`src/rtl/reg_bank_pkg.sv`:
```
// Shared types and defaults for the register-bank write arbiter.
package reg_bank_pkg;

  typedef enum logic [1:0] {
    S_IDLE = 2'd0,
    S_LOAD = 2'd1,
    S_ACK  = 2'd2
  } state_t;

  localparam int unsigned NREQ_DEF  = 4;
  localparam int unsigned WIDTH_DEF = 8;
  localparam int unsigned NREG_DEF  = 4;
  localparam int unsigned AW_DEF    = 2;

  // Width of a requester index; never below one bit.
  function automatic int unsigned idx_width(input int unsigned n);
    return (n > 1) ? $clog2(n) : 1;
  endfunction

endpackage

```
`src/rtl/reg_bank_arbiter_rr_pick.sv`:
```
// Round-robin selector: lowest requester at or above ptr, else lowest overall.
module rr_pick
  import reg_bank_pkg::*;
#(
  parameter int unsigned NREQ = NREQ_DEF,
  parameter int unsigned IW   = idx_width(NREQ)
) (
  input  logic [NREQ-1:0] req,
  input  logic [IW-1:0]   ptr,
  output logic            valid_c,
  output logic [IW-1:0]   idx_c
);

  // Descending scans so the lowest qualifying index is written last.
  always_comb begin
    valid_c = |req;
    idx_c   = '0;
    for (int i = int'(NREQ) - 1; i >= 0; i--) begin
      if (req[i]) idx_c = IW'(i);
    end
    for (int i = int'(NREQ) - 1; i >= 0; i--) begin
      if (req[i] && (i >= int'(ptr))) idx_c = IW'(i);
    end
  end

endmodule

```
`src/rtl/register.sv`:
```
// Loadable register with asynchronous active-low clear.
module register #(
  parameter int unsigned WIDTH = 8
) (
  input  logic             clk,
  input  logic             reset,
  input  logic             load,
  input  logic [WIDTH-1:0] d,
  output logic [WIDTH-1:0] q
);

  always_ff @(posedge clk or negedge reset) begin
    if (!reset) q <= '0;
    else if (load) q <= d;
  end

endmodule

```
`src/rtl/reg_bank_arbiter.sv`:
```
// Round-robin write sequencer for a small bank of shared configuration registers.
module reg_bank_arbiter
  import reg_bank_pkg::*;
#(
  parameter int unsigned NREQ  = NREQ_DEF,
  parameter int unsigned WIDTH = WIDTH_DEF,
  parameter int unsigned NREG  = NREG_DEF,
  parameter int unsigned AW    = AW_DEF
) (
  input  logic                  clk,
  input  logic                  reset,
  input  logic [NREQ-1:0]       req,
  input  logic [NREQ*AW-1:0]    req_addr,
  input  logic [NREQ*WIDTH-1:0] req_data,
  output logic [NREQ-1:0]       ack,
  output logic                  err,
  output logic                  busy,
  input  logic [AW-1:0]         rd_addr,
  output logic [WIDTH-1:0]      rd_data,
  output logic [NREG*WIDTH-1:0] reg_q
);

  localparam int unsigned IW = idx_width(NREQ);

  state_t            state, next_state;
  logic [IW-1:0]     ptr;
  logic [IW-1:0]     gnt_idx;
  logic [AW-1:0]     gnt_addr;
  logic [WIDTH-1:0]  gnt_data;
  logic              pick_valid;
  logic [IW-1:0]     pick_idx;
  logic [AW-1:0]     sel_addr;
  logic [WIDTH-1:0]  sel_data;
  logic              capture_c;
  logic              in_range_c;
  logic [NREG-1:0]   load_c;

  rr_pick #(.NREQ(NREQ), .IW(IW)) u_pick (
    .req     (req),
    .ptr     (ptr),
    .valid_c (pick_valid),
    .idx_c   (pick_idx)
  );

  // Winner's address/data mux.
  always_comb begin
    sel_addr = '0;
    sel_data = '0;
    for (int i = 0; i < int'(NREQ); i++) begin
      if (pick_idx == IW'(i)) begin
        sel_addr = req_addr[i*AW +: AW];
        sel_data = req_data[i*WIDTH +: WIDTH];
      end
    end
  end

  assign in_range_c = (int'(gnt_addr) < int'(NREG));

  // Next state and per-entry load strobes.
  always_comb begin
    next_state = state;
    capture_c  = 1'b0;
    load_c     = '0;
    unique case (state)
      S_IDLE: begin
        if (pick_valid) begin
          capture_c  = 1'b1;
          next_state = S_LOAD;
        end
      end
      S_LOAD: begin
        for (int e = 0; e < int'(NREG); e++) begin
          load_c[e] = in_range_c && (gnt_addr == AW'(e));
        end
        next_state = S_ACK;
      end
      S_ACK:   next_state = S_IDLE;
      default: next_state = S_IDLE;
    endcase
  end

  always_ff @(posedge clk or negedge reset) begin
    if (!reset) begin
      state    <= S_IDLE;
      ptr      <= '0;
      gnt_idx  <= '0;
      gnt_addr <= '0;
      gnt_data <= '0;
      ack      <= '0;
      err      <= 1'b0;
      busy     <= 1'b0;
    end else begin
      state <= next_state;
      busy  <= (next_state != S_IDLE);
      ack   <= (next_state == S_ACK) ? (NREQ'(1) << gnt_idx) : '0;
      err   <= (next_state == S_ACK) && !in_range_c;
      if (capture_c) begin
        gnt_idx  <= pick_idx;
        gnt_addr <= sel_addr;
        gnt_data <= sel_data;
      end
      if (state == S_ACK) begin
        ptr <= (gnt_idx == IW'(NREQ - 1)) ? '0 : gnt_idx + IW'(1);
      end
    end
  end

  for (genvar e = 0; e < NREG; e++) begin : g_entry
    register #(.WIDTH(WIDTH)) u_reg (
      .clk   (clk),
      .reset (reset),
      .load  (load_c[e]),
      .d     (gnt_data),
      .q     (reg_q[e*WIDTH +: WIDTH])
    );
  end

  // Read port; unmapped addresses return zero.
  always_comb begin
    rd_data = '0;
    for (int e = 0; e < int'(NREG); e++) begin
      if (rd_addr == AW'(e)) rd_data = reg_q[e*WIDTH +: WIDTH];
    end
  end

endmodule

```
`config.mk`:
```
export PLATFORM = sky130hd
export DESIGN_NAME = reg_bank_arbiter
export DESIGN_NICKNAME = d
export VERILOG_FILES = /design/src/rtl/reg_bank_pkg.sv /design/src/rtl/reg_bank_arbiter_rr_pick.sv /design/src/rtl/register.sv /design/src/rtl/reg_bank_arbiter.sv
export SDC_FILE = /design/constraint.sdc
export NUM_CORES = 1
export LEC_CHECK = 0
export CORE_AREA = 10 10 88 90
export CTS_CLUSTER_SIZE = 14
export DETAILED_ROUTE_END_ITERATION = 12
export DIE_AREA = 0 0 98 100
export PLACE_DENSITY = 0.79
export SETUP_SLACK_MARGIN = 0.2
export SLEW_MARGIN = 25
export SYNTH_ARGS = -nofsm -noshare
export SYNTH_HDL_FRONTEND = slang
export SYNTH_SLANG_ARGS = --single-unit
export TNS_END_PERCENT = 50
```
`constraint.sdc`:
```
create_clock -name clk -period 1.99 [get_ports clk]
set_clock_uncertainty 0.05 [all_clocks]
set_input_delay 0.199 -clock clk [delete_from_list [all_inputs] [get_ports clk]]
set_output_delay 0.199 -clock clk [all_outputs]
set_load 0.02 [all_outputs]
```
=== After elaboration in Yosys (flattened, before gate mapping) ===
Index checks and enable logic that the tools add are counted.

* Word-level logic and storage cells: 64
* Flip-flop bits (word level): 53
* Output and inout bits: 46

* Shift-type cells: 1
* Magnitude comparators: 3
* Equal/unequal tests: 13
* Mux-type cells: 26
* Add/subtract/negate cells: 1
* Reduce and logical (&&, ||, !) cells: 9

{| class="wikitable"
|+ Operators with widths
! cell !! count
|-
| two-way mux 8 bit || 8
|-
| two-way mux 2 bit || 13
|-
| equality test 2 bit (second input constant) || 9
|-
| equality test 2 x 1 -> 1 bit (second input constant) || 4
|-
| zero test 2 bit || 4
|-
| two-way mux 4 bit || 2
|-
| greater-or-equal comparator 1 x 2 -> 1 bit (first input constant) || 2
|-
| one-hot mux 2 bit (2 select lines) || 1
|-
| OR reduction 4 bit || 1
|-
| << shifter 1 x 2 -> 4 bit (first input constant) || 1
|-
| logical AND 1 bit || 3
|-
| adder 2 x 1 -> 2 bit (second input constant) || 1
|-
| greater-or-equal comparator 2 bit (first input constant) || 1
|-
| two-way mux 1 bit || 2
|-
| nonzero test 2 bit || 1
|}

=== Longest topological paths before layout ===
Gate-level depths: netlist of the first run.

* Depth after elaboration: 12
* Mapped depth: 8
* Gate-level depth less buffers: 6

=== Hierarchy ===
From an unflattened synthesis of the first run, not the netlist that was laid out.

* Cell total of the unflattened synthesis: 161
* Area total of the unflattened synthesis: 2,730.1 µm²

{| class="wikitable"
|+ By module, submodules not included
! module !! area an instance (µm²) !! instances !! sequential area each (µm²) !! cells an instance
|-
| reg_bank_arbiter || 1,326.3 || 1 || 525.5 || 81
|-
| register || 331.6 || 4 || 200.2 || 17
|-
| rr_pick || 77.6 || 1 || 0.0 || 12
|}

=== Worst setup path before layout of the first run ===
No wires, ideal clock.

* Path type: register to register
* From: register state[1]
* To: register g_entry[2].u_reg.q[0]
* Period minus slack after synthesis: 1.554 ns
* Path slack: 0.436 ns
* Stages on the path, launching flop included: 6
* Arrival time: 1.380 ns
* Required time: 1.815 ns
* Cell sequence: dfrtp_1 -> nand2b_1 -> inv_1 -> nand2_1 -> nor2_2 -> mux2_2

* Cells in the longest elaborated chain, start to end: 2

{| class="wikitable"
|+ RTL lines
! what !! RTL line !! source
|-
| start: declaration || reg_bank_arbiter.sv:25 || <nowiki>state_t state, next_state;</nowiki>
|-
| start signal: assignment || reg_bank_arbiter.sv:93 || <nowiki>state <= next_state;</nowiki>
|-
| equality test 2 x 1 -> 1 bit || reg_bank_arbiter.sv:64 || <nowiki>unique case (state)</nowiki>
|-
| two-way mux 4 bit || reg_bank_arbiter.sv:64 ||
|-
| end signal: assignment || register.sv:13 || <nowiki>if (!reset) q <= '0;</nowiki>
|-
| end signal: assignment || register.sv:14 || <nowiki>else if (load) q <= d;</nowiki>
|-
| end: declaration || register.sv:9 || <nowiki>output logic [WIDTH-1:0] q</nowiki>
|}

No other way between the ends.
A chain may end at the register's enable or synchronous reset.

=== Final worst setup path of the first run ===
* From: register state[1]
* To: register g_entry[3].u_reg.q[2]

* Cells in the longest elaborated chain, start to end: 2

{| class="wikitable"
|+ RTL lines
! what !! RTL line
|-
| equality test 2 x 1 -> 1 bit || reg_bank_arbiter.sv:64
|-
| two-way mux 4 bit || reg_bank_arbiter.sv:64
|-
| end signal: assignment || register.sv:13
|-
| end signal: assignment || register.sv:14
|-
| end: declaration || register.sv:9
|}

No other way between the ends.

==> summary.txt, run 1 <==
Die
  • Initial Util: 0.435
  • I/O pin total: 94
  • Core area: approximately 6000 um2
  • Die width: between 90 and 100 um
  • Die Area: 9800 um2
  • Die Y: around 100 um
  • Row count: 29

Setup path
  • Req. time, crit path: roughly 2.1 ns
  • Peak fanout along the critical path: 8
  • Critical Path AT: ~1.9 ns
  • Kind of critical path: register to register
  • R2R Path Start: state[1]$_DFF_PN0_
  • Setup crit end kind: register
  • Critical Path Start: state[1]$_DFF_PN0_
  • CP startpoint kind: register

Clock tree
  • Clk_lat worst skew: around 0.3 ns
  • H-tree Lvls: 2
  • Max clock buf depth: 2
  • Num CTS Buffers: 5
  • Clock root cell: clkbuf_8
  • Clock transition at the registers of the reported paths: roughly 0.1 ns
  • Clock Sink Count: 53
  • CTS tree: yes

Worst hold path
  • Worst hold path class: input pin to asynchronous set/reset pin

Drt
  • Routed vias/inst: ~5.3
  • Via count: approximately 2100
  • DRT Pass-1 Iters: 4
  • DRC: 0
  • Initial DRC Count: 65
  • Drt wl/cell: 17.2 um
  • Wirelength, routed: a little under 7 mm
  • ANT nets after route: 0

Cells and area
  • Post-Layout Cell Count: 396
  • Fill count: between 500 and 600
  • Final core occ: 0.631
  • Final nets: 370
  • Area growth syn-to-layout: 45.3%
  • Design area: roughly 3900 um2
  • Diodes inserted: 0
  • Layout cell share with drive strength beyond 1: 0.279

Yosys
  • Seq/Total Area, Yosys: 0.498
  • Syn avg cell area: around 12 um2
  • EDFF count, synth: 0
  • Yosys reg bits: 53
  • Synth unique cells: 42
  • Mapped Area: 2670 um2
  • Count of warnings emitted by yosys: 0
  • Synth Flop Type: dfrtp_1
  • Asr flop ratio synth: 1.00
  • Post-Syn Nets: between 200 and 300
  • Synthesized instance count: around 220

Flow run
  • Max Cap Viol: 0

Placed design
  • Port Buffers: 92
  • Detailed Place HPWL: between 5 and 6 mm
  • RD Place Congestion: 0.824
  • Post-DP Area: roughly 3800 um2
  • Inst Count DP: roughly 390

STA
  • Actual slew at the worst max-slew pin: a little over 0.5 ns
  • Normalized max-slew margin: 0.658
  • Minimum clock period: between 1.5 and 2 ns
  • Final TNS setup: 0 ns
  • Final setup viols: 0
  • Slew Viols, Final: 0
  • Final hold viol count: 0
  • RSZ-0062 raised after global routing: true
  • Tcrit/Tclk final: 0.871
  • Fmax: slightly below 600 MHz

Power and ir drop
  • Pwr dens: about 1500 nW/um2
  • VDD IR max: slightly below 0.0009 V
  • Total power: 5.95 mW
  • Pleak: roughly 1.6 nW

Global routing
  • Total gr overflow: 0
  • Initial antenna violation count: 0
  • Total Routing Usage GR: 0.137
  • First-pass GRT wire length: 11.3 mm
  • Largest net degree at the start of global routing: 25
  • Vias in the first global route: about 2300

Outcome
  • Outcome: finished, final reports clean
-- kinds of logic (layout without fill, tap and decap cells) --
| family | Yosys count | after routing | synth area share |
|---|---|---|---|
| AOI/OAI and AO/OA | 54 | 54 | 0.151 |
| adders and majority gates | 4 | 4 | 0.0188 |
| buffers and inverters | 19 | 121 | 0.0352 |
| DFF | 53 | 53 | 0.498 |
| muxes | 41 | 41 | 0.207 |
| other | 1 | 1 | 0.00141 |
| and+or+nand+nor | 45 | 45 | 0.0887 |
-- synthesized netlist by cell type (2+ instances only) --
library cell	count	area [um2]
buf_2	6	30.0
nor2b_1	2	12.5
clkbuf_1	3	11.3
nand2b_1	6	37.5
mux4_2	8	180
dfrtp_1	53	1330
and2_1	4	25.0
o21ai_0	2	10.0
a2bb2oi_1	4	35.0
o21ai_1	9	45.0
buf_1	2	7.51
a21boi_0	9	67.6
inv_1	4	15.0
nor2_1	2	7.51
nand3_1	3	15.0
ha_1	4	50.1
a211oi_1	10	75.1
mux2_2	33	372
nand2_1	20	75.1
o221ai_1	6	52.6
a21oi_1	2	10.0
buf_4	2	15.0
o211ai_1	4	30.0
-- path summary, 6_finish.rpt --
| path | to | slack (ns) | depth (start not counted) |
|---|---|---|---|
| worst max register to register | g_entry[3].u_reg.q[2]$_DFFE_PN0P_ | 0.26 | 4 |
| min in group clk | g_entry[2].u_reg.q[6]$_DFFE_PN0P_ | 0.49 | 1 |
| worst min-delay path | g_entry[3].u_reg.q[1]$_DFFE_PN0P_ | 0.34 | 2 |
| worst max-delay path | g_entry[3].u_reg.q[2]$_DFFE_PN0P_ | 0.26 | 4 |
| max in group asynchronous | ptr[0]$_DFFE_PN0N_ | 0.90 | 3 |
| worst min register to register | g_entry[2].u_reg.q[6]$_DFFE_PN0P_ | 0.49 | 1 |
-- worst max-delay path: stages, from the launching register on --
cell and delay, ns:
dfrtp_1 0.40, nand2b_1 0.21, inv_1 0.18, nand3_1 0.38, mux2_2 0.40
-- stage by stage --
stage / hold WS [ns] / setup slack [ns]
detailed placement: 0.147 / -0.180
CTS: 0.350 / 0.123
global route: 0.388 / 0.112
floorplan: -0.147 / 0.436
global placement: 0.144 / -0.154
finish: 0.341 / 0.257
-- metal layers --
layer  GRT usage  vias up  part of all wire
met1       0.161     1009              0.43
met2       0.227       74              0.47
met4      0.0369        0             0.012
li1            -     1002                 -
met5           0        -                 0
met3      0.0549        5             0.087
-- layout by cell type (no fill, tap or decap), types with 2 or more instances in the layout --
master	count
mux4_2	8
buf_2	8
nand2_1	20
o21ai_1	9
nand2b_1	6
mux2_2	33
o21ai_0	2
and2_1	4
a21boi_0	9
buf_12	3
nor2_2	2
buf_4	13
o221ai_1	6
dfrtp_1	51
nor2b_1	2
a211oi_1	6
clkbuf_8	5
nand3_1	3
a2bb2oi_1	4
clkdlybuf4s50_1	82
inv_1	4
a21oi_1	2
dfrtp_2	2
ha_1	4
o211ai_1	4
a211oi_2	4
-- repair_timing --
item                                   CTS  global route
buffers inserted                         0             0
hold buffers                             1             0
setup endpoints to repair                9            26
endpoints found under the hold margin   22             0
gates cloned                             0             0
gates resized for setup                 28            14
-- state kept, by name, summed over array words and instances, names as in the netlist --
| register | count |
|---|---|
| state | 2 |
| ack | 4 |
| busy | 1 |
| gnt_addr | 2 |
| gnt_data | 8 |
| ptr | 2 |
| gnt_idx | 2 |
| g_entry.u_reg.q | 32 |
-- cell type report --
| cell class | instances | area (um2) | area share |
|---|---|---|---|
| clock inverter | 3 | 43.8 | 0.0113 |
| inverter | 5 | 18.8 | 0.00485 |
| clock buffer | 5 | 68.8 | 0.0178 |
| tap | 77 | 96.3 | 0.0249 |
| sequential | 53 | 1330 | 0.343 |
| timing repair buffer | 108 | 1040 | 0.269 |
| multi-input combinational | 145 | 1270 | 0.329 |
-- report_power, final --
| group | switching (mW) | internal, mW |
|---|---|---|
| clock | 0.342 | 0.377 |
| sequential | 0.488 | 1.60 |
| combinational | 1.51 | 1.63 |
Power figures use the tool's default switching activity.
==> run 2: changes to the inputs <==
--- a/config.mk
+++ b/config.mk
@@ -6,11 +6,11 @@
 export NUM_CORES = 1
 export LEC_CHECK = 0
 export CORE_AREA = 10 10 88 90
-export CTS_CLUSTER_SIZE = 14
+export CTS_CLUSTER_SIZE = 40
 export DETAILED_ROUTE_END_ITERATION = 12
 export DIE_AREA = 0 0 98 100
-export PLACE_DENSITY = 0.79
-export SETUP_SLACK_MARGIN = 0.2
+export PLACE_DENSITY = 0.85
+export SETUP_SLACK_MARGIN = 0.02
 export SLEW_MARGIN = 25
 export SYNTH_ARGS = -nofsm -noshare
 export SYNTH_HDL_FRONTEND = slang
==> run 2 against run 1 <==
Global-route usage is essentially flat. Via count grew 1.4%. First-iteration DRC count grew 32%. Fmax shrank 11%. Sequential power is essentially flat. Routed wire length is essentially flat. Combinational power is essentially flat. Sequential cell count is the same.
==> summary.txt, run 2 (same netlist as run 1, synthesis figures left out) <==
Outcome
  • Outcome: finished, final reports clean

Cells and area
  • Commonest non-fill, non-tap cells in the layout: clkdlybuf4s50_1, dfrtp_1, mux2_2, nand2_1, buf_4
  • Diodes inserted: 0
  • Final nets: 370
  • Largest regs: g_entry.u_reg.q x32, gnt_data x8, ack x4
  • Sequential cell area: ~1300 um2
  • Area growth syn-to-layout: 44.5%
  • Commonest non-fill, non-tap cell in the layout: clkdlybuf4s50_1
  • Multi-input combinational cell area: 1240 um2
  • Largest Register: g_entry.u_reg.q
  • Max reg flops: 32
  • Layout cell share with drive strength beyond 1: 0.229
  • Fill count: 505
  • Design area: a little under 4000 um2
  • Final core occ: 0.628

Clock tree
  • Max clock buf depth: 2
  • Clk_lat worst skew: approximately 0.29 ns
  • H-tree Lvls: 2
  • Clock transition at the registers of the reported paths: ~0.080 ns
  • Num CTS Buffers: 5
  • CTS tree: yes
  • Clock root cell: clkbuf_8
  • Clock Sink Count: 53

Drt
  • ANT nets after route: 0
  • DRC: 0
  • Wirelength, routed: just under 7 mm
  • DRT Pass-1 Iters: 4
  • Routed vias/inst: between 5 and 6
  • Initial DRC Count: 86
  • Drt wl/cell: 17.2 um
  • Via count: around 2100

Power and ir drop
  • VDD IR max: ~0.0008 V
  • Total power: about 6 mW
  • Clock Power Share: 0.103
  • Net Sw Frac: 0.397
  • Pleak: between 1.5 and 2 nW
  • Switching power total: about 2.3 mW
  • Internal cell power: 3.52 mW
  • Comb pwr share: 0.540
  • Flop pwr share: 0.358
  • Pwr dens: roughly 1500 nW/um2

Placed design
  • Port Buffers: 92
  • Post-Place Setup Slack: -0.196 ns
  • RD Place Congestion: a little over 0.8
  • Detailed Place HPWL: 5.58 mm
  • Post-DP Area: about 3800 um2

Setup path
  • Critical Path AT: 1.69 ns
  • CP startpoint kind: input pin
  • Peak fanout along the critical path: 8
  • CP bufs+invs: 3
  • CP peak stage delay: 0.50 ns
  • Setup crit end kind: output port
  • CP delay by family, top: buffers and inverters
  • Slowest-stage cell, CP: clkdlybuf4s50_1
  • Req. time, crit path: approximately 1.7 ns
  • Kind of critical path: input pin to output port
  • Crit-path cells: clkdlybuf4s50_1, buf_12, mux4_2, dlygate4sd2_1

Die
  • Row count: 29
  • Core area: about 6000 um2
  • Initial Util: 0.435
  • Die Y: about 100 um
  • I/O pin total: 94
  • Die Area: 9800 um2
  • Die width: around 98 um

Global routing
  • Total gr overflow: 0
  • Vias in the first global route: between 2000 and 2500
  • Largest net degree at the start of global routing: 54
  • Total Routing Usage GR: 0.138
  • Initial antenna violation count: 0
  • First-pass GRT wire length: about 11 mm

STA
  • Actual slew at the worst max-slew pin: ~0.65 ns
  • Normalized max-slew margin: 0.566
  • Fmax: around 520 MHz
  • Hold Slack: between 0.4 and 0.5 ns
  • Slew Viols, Final: 0
  • Final worst slack: about 0.048 ns
  • Final setup viols: 0
  • Tcrit/Tclk final: 0.976
  • RSZ-0062 raised after global routing: true
  • Minimum clock period: slightly below 2 ns
  • Final hold viol count: 0

Flow run
  • Max Cap Viol: 0

Worst hold path
  • Worst hold path class: register to register
==> run 2: final timing paths <==
kind | start | slack, ns | cells past startpoint | endpoint
max | rd_addr[0] | 0.05 | 4 | rd_data[4]
min | g_entry[2].u_reg.q[5]$_DFFE_PN0P_ | 0.49 | 1 | g_entry[2].u_reg.q[5]$_DFFE_PN0P_
max reg2reg | state[1]$_DFF_PN0_ | 0.19 | 5 | g_entry[2].u_reg.q[6]$_DFFE_PN0P_
min reg2reg | g_entry[2].u_reg.q[5]$_DFFE_PN0P_ | 0.49 | 1 | g_entry[2].u_reg.q[5]$_DFFE_PN0P_
max in group asynchronous | reset | 0.95 | 3 | gnt_data[7]$_DFFE_PN0P_
min in group asynchronous | reset | 0.50 | 3 | g_entry[3].u_reg.q[7]$_DFFE_PN0P_
==> run 2: what timing repair did <==
item | in CTS | in global routing
cloned | 0 | 0
hold endpoints to repair | 53 | 0
setup buffers | 0 | 0
endpoints found under the setup margin | 8 | 4
hold buffers | 1 | 0
gates resized for setup | 8 | 2
==> run 2: per-layer routing <==
metal,vias to the layer above,share of wire,routed length [um],global-route usage
met2,74,0.49,3310,0.239
li1,1008,-,-,-
met5,-,0,0,0
met3,2,0.077,523,0.0419
met4,0,0.0059,40,0.0302
met1,1035,0.43,2930,0.164
==> run 2: worst reg2reg max path, stage by stage, from the launching register on <==
cell and delay, ns:
dfrtp_1 0.40, nand2b_1 0.22, inv_1 0.19, nand2_1 0.09, nor2_2 0.36, mux2_2 0.39
==> run 2: per-stage QoR <==
| step | instances | setup TNS [ns] |
|---|---|---|
| floorplan | 217 | 0 |
| global placement | 387 | -1.24 |
| detailed placement | 387 | -1.66 |
| CTS | 396 | 0 |
| global route | 396 | 0 |
| finish | 396 | 0 |
==> run 2: power by group through the flow <==
stage          logic, mW  clock network (mW)  registers, mW
4_1_cts             3.21               0.631           2.09
3_3_place_gp        3.16                   0           2.06
3_5_place_dp        3.26                   0           2.11
2_1_floorplan       1.55                   0           2.35
5_1_grt             3.41               0.669           2.17
6_report            3.15               0.599           2.09
==> run 2: area by class of cell <==
type                            count  share of cell area
Tap cell                           77              0.0250
Inverter                            5             0.00487
Sequential cell                    53               0.344
Clock buffer                        6              0.0214
Multi-Input combinational cell    145               0.323
Clock inverter                      2             0.00357
Timing Repair Buffer              108               0.277
==> run 3: changes to the inputs <==
--- a/config.mk
+++ b/config.mk
@@ -5,11 +5,12 @@
 export SDC_FILE = /design/constraint.sdc
 export NUM_CORES = 1
 export LEC_CHECK = 0
-export CORE_AREA = 10 10 88 90
+export CORE_AREA = 10 10 91 85
+export CTS_BUF_LIST = sky130_fd_sc_hd__clkbuf_8
 export CTS_CLUSTER_SIZE = 40
 export DETAILED_ROUTE_END_ITERATION = 12
-export DIE_AREA = 0 0 98 100
-export PLACE_DENSITY = 0.85
+export DIE_AREA = 0 0 101 95
+export PLACE_DENSITY = 0.87
 export SETUP_SLACK_MARGIN = 0.02
 export SLEW_MARGIN = 25
 export SYNTH_ARGS = -nofsm -noshare
==> run 3 against run 2 <==
Register-to-register slack worse by 0.03 ns. Clock power about the same. Non-clock buffer count unchanged. Routed wire length up 3.5%. Combinational power about the same. Power up 0.46%. Sequential cell count unchanged. Sequential share of layout area up 0.11 points. Global-route usage up 1.1 points. Die area down 2.1%. Sequential power about the same. First-iteration DRC count down 27%. Critical path type unchanged. Critical endpoint is now rd_data[0].
==> summary.txt, run 3 (same netlist as run 1, synthesis figures left out) <==
Outcome
  • Outcome: finished, final reports clean

Placed design
  • Post-DP Area: approximately 3700 um2
  • Detailed Place HPWL: around 5.8 mm
  • RD Place Congestion: around 0.77
  • Port Buffers: slightly above 90
  • Inst Count DP: 382

Die
  • Core area: 5910 um2
  • I/O pin total: 94
  • Die Y: ~95 um
  • Die Area: 9600 um2
  • Initial Util: 0.451
  • Row count: 27
  • Die width: approximately 100 um

Global routing
  • Total gr overflow: 0
  • Initial antenna violation count: 0
  • Total Routing Usage GR: 0.149
  • Largest net degree at the start of global routing: 33
  • Vias in the first global route: 2289
  • First-pass GRT wire length: roughly 11 mm

Setup path
  • Kind of critical path: input pin to output port
  • Peak fanout along the critical path: 8
  • Req. time, crit path: ~1.7 ns
  • Critical Path AT: 1.68 ns
  • CP startpoint kind: input pin
  • Setup crit end kind: output port

Power and ir drop
  • Pleak: 1.60 nW
  • Clock Power Share: 0.103
  • VDD IR max: between 0.0008 and 0.0009 V
  • Comb pwr share: 0.540
  • Internal cell power: roughly 3.5 mW
  • Switching power total: about 2.4 mW
  • Pwr dens: ~1500 nW/um2
  • Flop pwr share: 0.357
  • Net Sw Frac: 0.405

STA
  • Minimum clock period: between 1.5 and 2 ns
  • Hold Slack: just over 0.4 ns
  • Tcrit/Tclk final: 0.971
  • Normalized max-slew margin: 0.546
  • Final hold viol count: 0
  • Final TNS setup: 0 ns
  • RSZ-0062 raised after global routing: true
  • Actual slew at the worst max-slew pin: slightly below 0.7 ns
  • Slew Viols, Final: 0
  • Final setup viols: 0
  • Fmax: roughly 520 MHz

Cells and area
  • Final core occ: 0.649
  • Commonest non-fill, non-tap cells in the layout: clkdlybuf4s50_1, dfrtp_1, mux2_2, nand2_1, buf_4
  • Design area: 3840 um2
  • Largest Register: g_entry.u_reg.q
  • Area growth syn-to-layout: 44.0%
  • Largest regs: g_entry.u_reg.q x32, gnt_data x8, ack x4
  • Final nets: between 300 and 400
  • Post-Layout Cell Count: between 300 and 400
  • Commonest non-fill, non-tap cell in the layout: clkdlybuf4s50_1
  • Max reg flops: 32
  • Layout cell share with drive strength beyond 1: 0.229
  • Fill count: between 400 and 500
  • Diodes inserted: 0

Clock tree
  • Clock Sink Count: 53
  • Num CTS Buffers: 5
  • H-tree Lvls: 2
  • Post-CTS setup buffers: 0
  • CTS tree: yes
  • Max clock buf depth: 2
  • Clock transition at the registers of the reported paths: about 0.090 ns
  • Clk_lat worst skew: roughly 0.31 ns
  • Clock root cell: clkbuf_8

Drt
  • DRC: 0
  • Initial DRC Count: 63
  • Via count: around 2100
  • ANT nets after route: 0
  • Post-Route M1 WL: ~2.8 mm
  • Met3 Routed Length: 748 um
  • DRT Pass-1 Iters: 4
  • Routed vias/inst: approximately 5.5
  • Highest Signal Layer: met4
  • Drt wl/cell: roughly 18 um
  • Met2 wire len: 3.39 mm
  • Wirelength, routed: between 7 and 8 mm

Flow run
  • Max Cap Viol: 0

Worst hold path
  • Worst hold path class: input pin to asynchronous set/reset pin
-- run 3: critical path: stages --
cell and delay, ns:
clkdlybuf4s50_1 0.50, buf_12 0.15, mux4_2 0.49, dlygate4sd2_1 0.34
-- run 3: repair_timing --
action	4_1_cts	5_1_grt
hold buffers	1	0
setup endpoints to repair	8	3
resized for setup	8	2
hold endpoints to repair	30	0
-- run 3: metal layers --
layer	GRT usage	up-vias
li1	-	1003
met1	0.169	1036
met2	0.247	98
met3	0.0620	9
met4	0.0499	0
met5	0	-
-- run 3: worst paths after layout --
kind	startpoint	end	cells past startpoint	slack (ns)
max	rd_addr[0]	rd_data[0]	4	0.06
min	reset	g_entry[0].u_reg.q[2]$_DFFE_PN0P_	2	0.41
max reg2reg	state[1]$_DFF_PN0_	g_entry[2].u_reg.q[5]$_DFFE_PN0P_	5	0.16
min reg2reg	g_entry[1].u_reg.q[6]$_DFFE_PN0P_	g_entry[1].u_reg.q[6]$_DFFE_PN0P_	1	0.49
max in group asynchronous	reset	gnt_idx[0]$_DFFE_PN0P_	3	0.83
min in group clk	req_data[20]	gnt_data[4]$_DFFE_PN0P_	3	0.49
-- run 3: power groups by stage --
| stage | sequential, mW | combinational, mW | clock [mW] |
|---|---|---|---|
| after floorplan | 2.35 | 1.55 | 0 |
| after global placement | 2.07 | 3.16 | 0 |
| after detailed placement | 2.12 | 3.27 | 0 |
| after CTS | 2.10 | 3.21 | 0.619 |
| after global routing | 2.18 | 3.42 | 0.655 |
| final | 2.09 | 3.16 | 0.602 |
-- run 3: layout make-up --
class / instances / area [um2] / area share
well taps: 72 / 90.1 / 0.0235
multi-input cells: 145 / 1240 / 0.324
flip-flops and latches: 53 / 1330 / 0.346
inverters: 5 / 18.8 / 0.00489
repair buffers: 108 / 1070 / 0.278
clock inverters: 3 / 21.3 / 0.00554
clock buffers: 5 / 68.8 / 0.0179
-- run 3: metrics by stage --
stage | power (mW) | worst slack, ns
final | 5.86 | 0.0584
after global routing | 6.27 | 0.0141
after CTS | 5.93 | 0.0250
after detailed placement | 5.39 | -0.201
after global placement | 5.23 | -0.155
after floorplan | 3.90 | 0.436
